$ cat config.mk
export PLATFORM = sky130hd
export DESIGN_NAME = mem_wb_stage
export DESIGN_NICKNAME = d
export VERILOG_FILES = /design/src/rtl/mem_wb_pkg.sv /design/src/rtl/mem_wb_stage_load_align.sv /design/src/rtl/mem_wb_stage.sv
export SDC_FILE = /design/constraint.sdc
export NUM_CORES = 1
export LEC_CHECK = 0
export ABC_AREA = 0
export ABC_CLOCK_PERIOD_IN_PS = 3250
export CORE_ASPECT_RATIO = 1.25
export CORE_MARGIN = 1
export CORE_UTILIZATION = 49
export CTS_CLUSTER_DIAMETER = 80
export DETAILED_ROUTE_END_ITERATION = 10
export PLACE_DENSITY = 0.91
export SLEW_MARGIN = 20
export SYNTH_ARGS = -nofsm -noshare
export SYNTH_HDL_FRONTEND = slang
export SYNTH_SLANG_ARGS = --single-unit
export TNS_END_PERCENT = 5
$ cat constraint.sdc
create_clock -name clk -period 3.25 [get_ports clk]
set_input_delay 0.65 -clock clk [delete_from_list [all_inputs] [get_ports clk]]
set_output_delay 0.65 -clock clk [all_outputs]
set_load 0.005 [all_outputs]
$ cat src/rtl/mem_wb_pkg.sv
// Shared widths, FSM state and load-size encodings
// for the MEM/WB pipeline register and its helpers.
package mem_wb_pkg;

  localparam int DATA_W     = 32;
  localparam int ADDR_W     = 32;
  localparam int REG_ADDR_W = 5;
  localparam int MEM_SEL_W  = 4;

  typedef enum logic {
    LIVE = 1'b0,
    HELD = 1'b1
  } rd_state_e;

  localparam logic [MEM_SEL_W-1:0] MEM_SEL_BYTE = 4'b0001;
  localparam logic [MEM_SEL_W-1:0] MEM_SEL_WORD = 4'b1111;

  typedef struct packed {
    logic                  read;
    logic                  sign_ext;
    logic [MEM_SEL_W-1:0]  sel;
    logic [ADDR_W-1:0]     result;
    logic                  we;
    logic [REG_ADDR_W-1:0] waddr;
    logic [ADDR_W-1:0]     pc;
  } mem_wb_t;

endpackage

$ cat src/rtl/mem_wb_stage_load_align.sv
// Load alignment: byte lane select with zero/sign extension,
// aligned word pass-through, anything else reads as zero.
module load_align
  import mem_wb_pkg::*;
(
  input  logic [MEM_SEL_W-1:0] sel_i,
  input  logic [1:0]           addr_i,
  input  logic                 sign_ext_i,
  input  logic [DATA_W-1:0]    data_i,
  output logic [DATA_W-1:0]    data_o
);

  logic [7:0] byte_w;

  always_comb begin
    byte_w = data_i[{addr_i, 3'b000} +: 8];
    data_o = '0;
    case (sel_i)
      MEM_SEL_BYTE:
        data_o = {{24{sign_ext_i & byte_w[7]}}, byte_w};
      MEM_SEL_WORD:
        if (addr_i == 2'b00) data_o = data_i;
      default:
        data_o = '0;
    endcase
  end

endmodule

$ cat src/rtl/mem_wb_stage.sv
// MEM/WB pipeline register: latches MEM results, keeps RAM
// read data stable across stalls, aligns loads, drives WB.
module mem_wb_stage
  import mem_wb_pkg::*;
(
  input  logic                  clk,
  input  logic                  rst,
  input  logic                  stall_current_stage,
  input  logic                  stall_next_stage,
  input  logic                  flush,
  input  logic                  mem_read_flag_in,
  input  logic                  mem_write_flag_in,
  input  logic                  mem_sign_ext_flag_in,
  input  logic [MEM_SEL_W-1:0]  mem_sel_in,
  input  logic [DATA_W-1:0]     result_in,
  input  logic                  reg_write_en_in,
  input  logic [REG_ADDR_W-1:0] reg_write_addr_in,
  input  logic [ADDR_W-1:0]     current_pc_addr_in,
  input  logic [DATA_W-1:0]     ram_read_data,
  output logic                  reg_write_en_out,
  output logic [REG_ADDR_W-1:0] reg_write_addr_out,
  output logic [DATA_W-1:0]     reg_write_data_out,
  output logic [ADDR_W-1:0]     current_pc_addr_out
);

  mem_wb_t     stg_q, stg_d;
  rd_state_e   state_q;
  logic [DATA_W-1:0] hold_q;
  logic [DATA_W-1:0] raw_w;
  logic [DATA_W-1:0] aligned_w;
  logic        bubble_w;
  logic        hold_w;
  logic        unused_wr;

  // Stores need no handling here; the flag is accepted
  // only to keep the MEM bundle uniform.
  assign unused_wr = mem_write_flag_in;

  assign bubble_w = rst | flush
                  | (stall_current_stage & ~stall_next_stage);
  assign hold_w   = stall_current_stage & stall_next_stage;

  always_comb begin
    stg_d = stg_q;
    if (bubble_w) begin
      stg_d = '0;
    end else if (!hold_w) begin
      stg_d.read     = mem_read_flag_in;
      stg_d.sign_ext = mem_sign_ext_flag_in;
      stg_d.sel      = mem_sel_in;
      stg_d.result   = result_in;
      stg_d.we       = reg_write_en_in;
      stg_d.waddr    = reg_write_addr_in;
      stg_d.pc       = current_pc_addr_in;
    end
  end

  always_ff @(posedge clk) begin
    stg_q <= stg_d;
  end

  // RAM data is only valid in the first WB cycle, so a held
  // load snapshots it on the first holding edge.
  always_ff @(posedge clk) begin
    if (bubble_w) begin
      state_q <= LIVE;
      hold_q  <= '0;
    end else if (hold_w) begin
      if (state_q == LIVE && stg_q.read) begin
        state_q <= HELD;
        hold_q  <= ram_read_data;
      end
    end else begin
      state_q <= LIVE;
    end
  end

  assign raw_w = (state_q == HELD) ? hold_q : ram_read_data;

  load_align u_align (
    .sel_i      (stg_q.sel),
    .addr_i     (stg_q.result[1:0]),
    .sign_ext_i (stg_q.sign_ext),
    .data_i     (raw_w),
    .data_o     (aligned_w)
  );

  assign reg_write_en_out    = stg_q.we;
  assign reg_write_addr_out  = stg_q.waddr;
  assign reg_write_data_out  = stg_q.read ? aligned_w
                                          : stg_q.result;
  assign current_pc_addr_out = stg_q.pc;

endmodule

==> qor.txt, run 1 <==
Initial DRC count - 377
Wire length of the first global-routing pass - 23500 um
Core Util, Final - 0.697
Final cell count without fillers - 920
Worst setup EP type - primary output
DP HPWL - 10700 um
Clk_skew - 0.00566 ns
PD cells - 413 nW/um^2
WP data arrival - 2.56 ns
TritonCTS buffer count - 9
Final min period - 3.21 ns
Final antenna-violating net count - 0
Hold wc startpoint - current_pc_addr_out[16]
Max Slew Vio Count - 0
Area post-placement - 6760 um^2
Largest buffer count on any clock path - 2
GP Congestion - 0.935
Syn Nets - 781
#FFs+latches synth - 109
Total grt overflow - 0
Hold buffers post-CTS - 0
Reg2reg setup slack - 0.96 ns
R2r endpoint - hold_q[25]
Overall routed net length - 15200 um
P_leak - 2.61 nW
Slew HR - 0.285
Post-route DRC violation count - 0
Slew @ Worst Pin - 1.07 ns
Die area - 10900 um^2
Die Y - 117 um
CP max FO - 13
PortBufs - 182
Share of layout cells above drive strength 1 - 0.0759
Layout Cell Area excl Fill - 7080 um^2
Hold depth - 2
Hold Path End - current_pc_addr_out[16]
RSZ-0062 raised after global routing - true
Register area share after synthesis - 0.424
Warnings, synthesis - 0
CP startpoint kind - input port
Clock Sinks - 109
Vias/cell - 5.56
Global-route usage over all layers - 0.276
Pre-Repair DR Iteration Count - 8
Core area - 10200 um^2
Final period util - 0.988
Netlist Area Pre-Place - 5150 um^2
Initial Utilization - 0.507
Area Growth Syn to Fin - 37.5%
Worst reg2reg path depth - 4
Reg-to-Reg Start - stg_q[75]
Top Ports - 184
Initial antenna violation count - 0
Status - finished clean
Root buf cell - clkbuf_16
Synth Area per Inst - 7.72 um^2
Final setup violation count - 0
Largest net degree at the start of global routing - 109
Final net count - 900
CP required - 2.60 ns
Fmax - 312 MHz
CTS tree - done
Tightest Hold Check Type - reg2reg
Row cnt - 41
Dpl cells - 904
Max cap viols - 0
Worst vdd ir - 0.277 mV
Vias in the first global route - 4958
Final hold violations - 0
Distinct cells, synth - 37
Via total after detailed routing - 5113
Die Width - 93.7 um
CTS H-tree lvls - 3
Later-pin clock latency in the skew report - 0.34 ns
Clk slew on worst S/H paths - 0.07 ns
Routed WL per cell - 16.5 um
Antenna diodes - 0
Crit path kind - in2out
Cell count after synthesis - 667
==> Yosys cell counts, drive strengths merged <==
library cell | n | area [um^2]
nand2 | 251 | 992
dfxtp | 109 | 2180
a21oi | 108 | 541
buf | 65 | 445
mux2i | 31 | 318
a2bb2oi | 24 | 210
clkbuf | 21 | 78.8
nor2 | 17 | 63.8
o221ai | 7 | 61.3
o22ai | 7 | 50.1
nor3 | 4 | 30.0
nand2b | 3 | 18.8
o21ai | 3 | 15.0
and3 | 2 | 12.5
inv | 2 | 7.50
o31ai | 2 | 28.8
a22o | 1 | 8.76
a31o | 1 | 8.76
a31oi | 1 | 6.26
and2 | 1 | 6.26
and4 | 1 | 8.76
nand3 | 1 | 5.00
nand3b | 1 | 7.51
nor4b | 1 | 23.8
o2111ai | 1 | 8.76
or2b | 1 | 7.51
or3 | 1 | 6.26
==> registers in the layout, summed over array words and instances, names as in the netlist <==
signal,cells
current_pc_addr_out,32
hold_q,32
reg_write_addr_out,5
reg_write_en_out,1
state_q,1
stg_q,38
==> final cells by class <==
class	count	area, um^2
clock inverters	3	42.5
flip-flops and latches	109	2190
repair buffers	194	1960
multi-input cells	470	2460
inverters	2	7.51
fillers	776	3070
clock buffers	13	270
well taps	129	161
==> worst max-delay path, cell delays in order <==
cell and delay [ns]:
clkdlybuf4s50_1 0.48, mux2i_2 0.24, o22ai_2 0.15, o31ai_4 0.27, buf_6 0.24, nand2_1 0.07, clkdlybuf4s50_1 0.45
==> through the flow <==
step / TNS (ns) / setup WS (ns) / power, mW / hold slack (ns)
finish: 0 / 0.0406 / 2.93 / 0.451
floorplan: 0 / 1.11 / 1.59 / 0.427
global placement: 0 / 0.0877 / 1.80 / 0.438
detailed placement: 0 / 0.0540 / 1.81 / 0.445
global route: -0.00468 / -0.00468 / 3.03 / 0.465
CTS: 0 / 0.0433 / 2.94 / 0.453
==> layer usage <==
| layer | vias up | global-route usage | part of all wire |
|---|---|---|---|
| met2 | 264 | 0.474 | 0.50 |
| met5 | - | 0 | 0 |
| li1 | 2420 | - | - |
| met3 | 68 | 0.0443 | 0.063 |
| met4 | 0 | 0.169 | 0.050 |
| met1 | 2361 | 0.320 | 0.39 |
==> repair_timing <==
| action | 4_1_cts | 5_1_grt |
|---|---|---|
| endpoints found under the hold margin | 0 | 0 |
| buffers inserted | 0 | 0 |
| gates resized for setup | 0 | 3 |
| endpoints found under the setup margin | 0 | 11 |
==> worst max-delay path by stage <==
stage / start / end / depth (start not counted)
3_3_place_gp: ram_read_data[23] / reg_write_data_out[19] / 7
3_5_place_dp: ram_read_data[23] / reg_write_data_out[19] / 7
4_1_cts: ram_read_data[23] / reg_write_data_out[9] / 7
6_report: ram_read_data[23] / reg_write_data_out[9] / 7
2_1_floorplan: ram_read_data[31] / reg_write_data_out[11] / 5
5_1_grt: ram_read_data[23] / reg_write_data_out[9] / 7
==> kinds of logic after synthesis <==
group	share of synthesized area
simple gates	0.229
compound gates	0.182
flops	0.424
buf+inv	0.103
mux	0.0617
==> report_power, final <==
| part | total [mW] | internal (mW) | switching, mW |
|---|---|---|---|
| sequential | 1.39 | 1.37 | 0.0225 |
| clock | 1.14 | 0.660 | 0.476 |
| combinational | 0.400 | 0.229 | 0.171 |
| total | 2.93 | 2.26 | 0.670 |
==> placed cells by master, fill, tap and decap left out, types with 3 or more instances in the layout <==
cell	Yosys	routed
clkbuf_8	0	3
a2bb2oi_1	24	24
dfxtp_1	109	108
buf_12	0	3
o221ai_1	7	7
nand2b_1	3	3
mux2i_1	29	29
buf_4	41	7
o22ai_1	6	6
nor2_1	17	17
a21oi_1	108	108
nand2_2	20	21
clkdlybuf4s50_1	0	182
nand2_1	231	230
clkbuf_16	0	9
Power figures use the tool's default switching activity.
==> inputs of run 2 (changes only) <==
PLACE_DENSITY = 0.95   (was 0.91)
SKIP_CTS_REPAIR_TIMING = 1   (was default)
==> run 2 against run 1 <==
  * Worst hold slack about the same
  * Sequential share of layout area increased by 0.10 points
  * Die area unchanged
  * Power decreased by 3.3%
  * Non-clock buffer count increased by 2
  * Clock power decreased by 9%
  * First-iteration DRC count decreased by 10%
  * Core utilization decreased by 0.31 points
  * Fmax increased by 1.7%
  * Count of clock-buffer cells in the layout decreased by 3
  * Via count decreased by 3.7%
  * Critical endpoint is now reg_write_data_out[31]
  * Largest cell class unchanged
==> qor.txt, run 2 (synthesis results as in run 1) <==
Status - finished clean
CP max-delay cell - clkdlybuf4s50_1
Placement Setup Slack - 0.0908 ns (+0.0368 ns)
DP HPWL - 10400 um (-3.1%)
WP data arrival - 2.50 ns (-0.06 ns)
Die Width - 93.7 um (unchanged)
Die Y - 117 um (unchanged)
Final net count - 902 (+0.22%)
Crit path kind - in2out
Core area - 10200 um^2 (unchanged)
Global-route usage over all layers - 0.269 (-0.00666)
Most used cell, CP - clkdlybuf4s50_1
Post-route DRC violation count - 0 (unchanged)
Net Switching - 0.687 mW (+2.5%)
Seq pwr share - 0.492 (+0.017)
Clk pwr share - 0.368 (-0.020)
Final period util - 0.971 (-0.0168)
Crit-path cells - clkdlybuf4s50_1 -> mux2i_1 -> nor2_1 -> o31ai_4 -> buf_4 -> nand2_1 -> clkdlybuf4s50_1
Later-pin clock latency in the skew report - 0.35 ns (about the same)
Fmax - 317 MHz (+1.7%)
CP peak stage delay - 0.46 ns (-0.02 ns)
Via total after detailed routing - 4926 (-3.7%)
Final hold violations - 0 (unchanged)
Clock Sinks - 109 (unchanged)
Die area - 10900 um^2 (unchanged)
Row cnt - 41 (unchanged)
RSZ-0062 raised after global routing - false
CP max FO - 11 (-2)
Layout Cell Area excl Fill - 7050 um^2 (-0.44%)
Routed WL per cell - 15.8 um (-4.4%)
Hold_ws - 0.450 ns (-0.000269 ns)
Multi-input logic area - 2460 um^2 (unchanged)
Core Util, Final - 0.694 (-0.00308)
Initial Utilization - 0.507 (unchanged)
Largest buffer count on any clock path - 2 (unchanged)
Combinational share of power - 0.141 (+0.004)
P_leak - 2.60 nW (-0.53%)
Wire length of the first global-routing pass - 22800 um (-2.8%)
Total grt overflow - 0 (unchanged)
Max reg flops - 38 (unchanged)
PortBufs - 182 (unchanged)
Initial DRC count - 338 (-10%)
Largest net degree at the start of global routing - 63 (-42%)
Final setup margin - 0.0952 ns (+0.0546 ns)
Switching portion of total power - 0.243 (+0.0139)
Vias in the first global route - 4716 (-4.9%)
Slew @ Worst Pin - 1.15 ns (+0.0755 ns)
Final setup violation count - 0 (unchanged)
Hold depth - 2 (unchanged)
Initial antenna violation count - 0 (unchanged)
Slew HR - 0.235 (-0.0504)
Area Growth Syn to Fin - 36.9%
TritonCTS buffer count - 9 (unchanged)
Number of fill cells in the layout - 788 (+1.5%)
Final antenna-violating net count - 0 (unchanged)
Top Ports - 184 (unchanged)
Worst reg2reg path depth - 4 (unchanged)
Antenna diodes - 0 (unchanged)
Max Slew Vio Count - 0 (unchanged)
Vias/cell - 5.34 (-3.9%)
Most common cell after layout, fill and taps aside - nand2_1
CTS tree - done
Setup TNS - 0 ns (unchanged)
Most frequent cells in the layout - nand2_1 (230), clkdlybuf4s50_1 (182), a21oi_1 (108), dfxtp_1 (108), mux2i_1 (29)
Tightest Hold Check Type - reg2reg
Final min period - 3.15 ns (-0.0546 ns)
Area post-placement - 6760 um^2 (about the same)
Largest Register - stg_q
PD cells - 401 nW/um^2 (-2.9%)
Overall routed net length - 14600 um (-4.2%)
CP required - 2.60 ns (about the same)
Root buf cell - clkbuf_16
Clk slew on worst S/H paths - 0.07 ns (about the same)
Share of layout cells above drive strength 1 - 0.0794 (+0.00359)
Clk_skew - 0.00822 ns (+0.00256 ns)
CTS H-tree lvls - 3 (unchanged)
Worst vdd ir - 0.244 mV (-12%)
Int Pwr - 2.14 mW (-5.1%)
CP startpoint kind - input port
Sequential cell area - 2180 um^2 (-0.11%)
Pre-Repair DR Iteration Count - 4 (-4)
GP Congestion - 0.855 (-8.5%)
Max cap viols - 0 (unchanged)
Worst setup EP type - primary output
-- run 2: layout make-up --
type,instances,share of cell area
Clock buffer,10,0.0339
Inverter,2,0.00106
Tap cell,129,0.0229
Multi-Input combinational cell,470,0.349
Clock inverter,6,0.00656
Timing Repair Buffer,196,0.277
Sequential cell,109,0.310
-- run 2: worst max-delay path, delay by kind of cell --
family / cells / cell delay, ns
buffers and inverters: 3 / 1.15
AND/OR/NAND/NOR: 2 / 0.22
AO/OA/AOI/OAI: 1 / 0.26
multiplexers: 1 / 0.22
-- run 2: final timing paths --
check,start,end,slack [ns]
min reg2reg,current_pc_addr_out[21],current_pc_addr_out[21],0.45
max reg2reg,stg_q[75],hold_q[22],0.96
max,ram_read_data[15],reg_write_data_out[31],0.1
min,current_pc_addr_out[21],current_pc_addr_out[21],0.45
-- run 2: power groups by stage --
stage          registers, mW  logic (mW)  clock network, mW
6_report                1.39       0.398               1.04
5_1_grt                 1.39       0.428               1.12
3_3_place_gp            1.42       0.389                  0
3_5_place_dp            1.42       0.393                  0
4_1_cts                 1.39       0.397               1.06
2_1_floorplan           1.41       0.174                  0
-- run 2: metrics by stage --
stage / total power [mW] / cells
after floorplan: 1.59 / 667
after global placement: 1.81 / 906
after detailed placement: 1.81 / 906
after CTS: 2.85 / 922
after global routing: 2.94 / 922
final: 2.83 / 922
-- run 2: layer usage --
layer  GRT usage  up-vias  wire length, um
met5           0        -                0
met4       0.155        0              632
met3      0.0436       44              985
met2       0.475      211             7350
met1       0.306     2247             5590
li1            -     2424                -
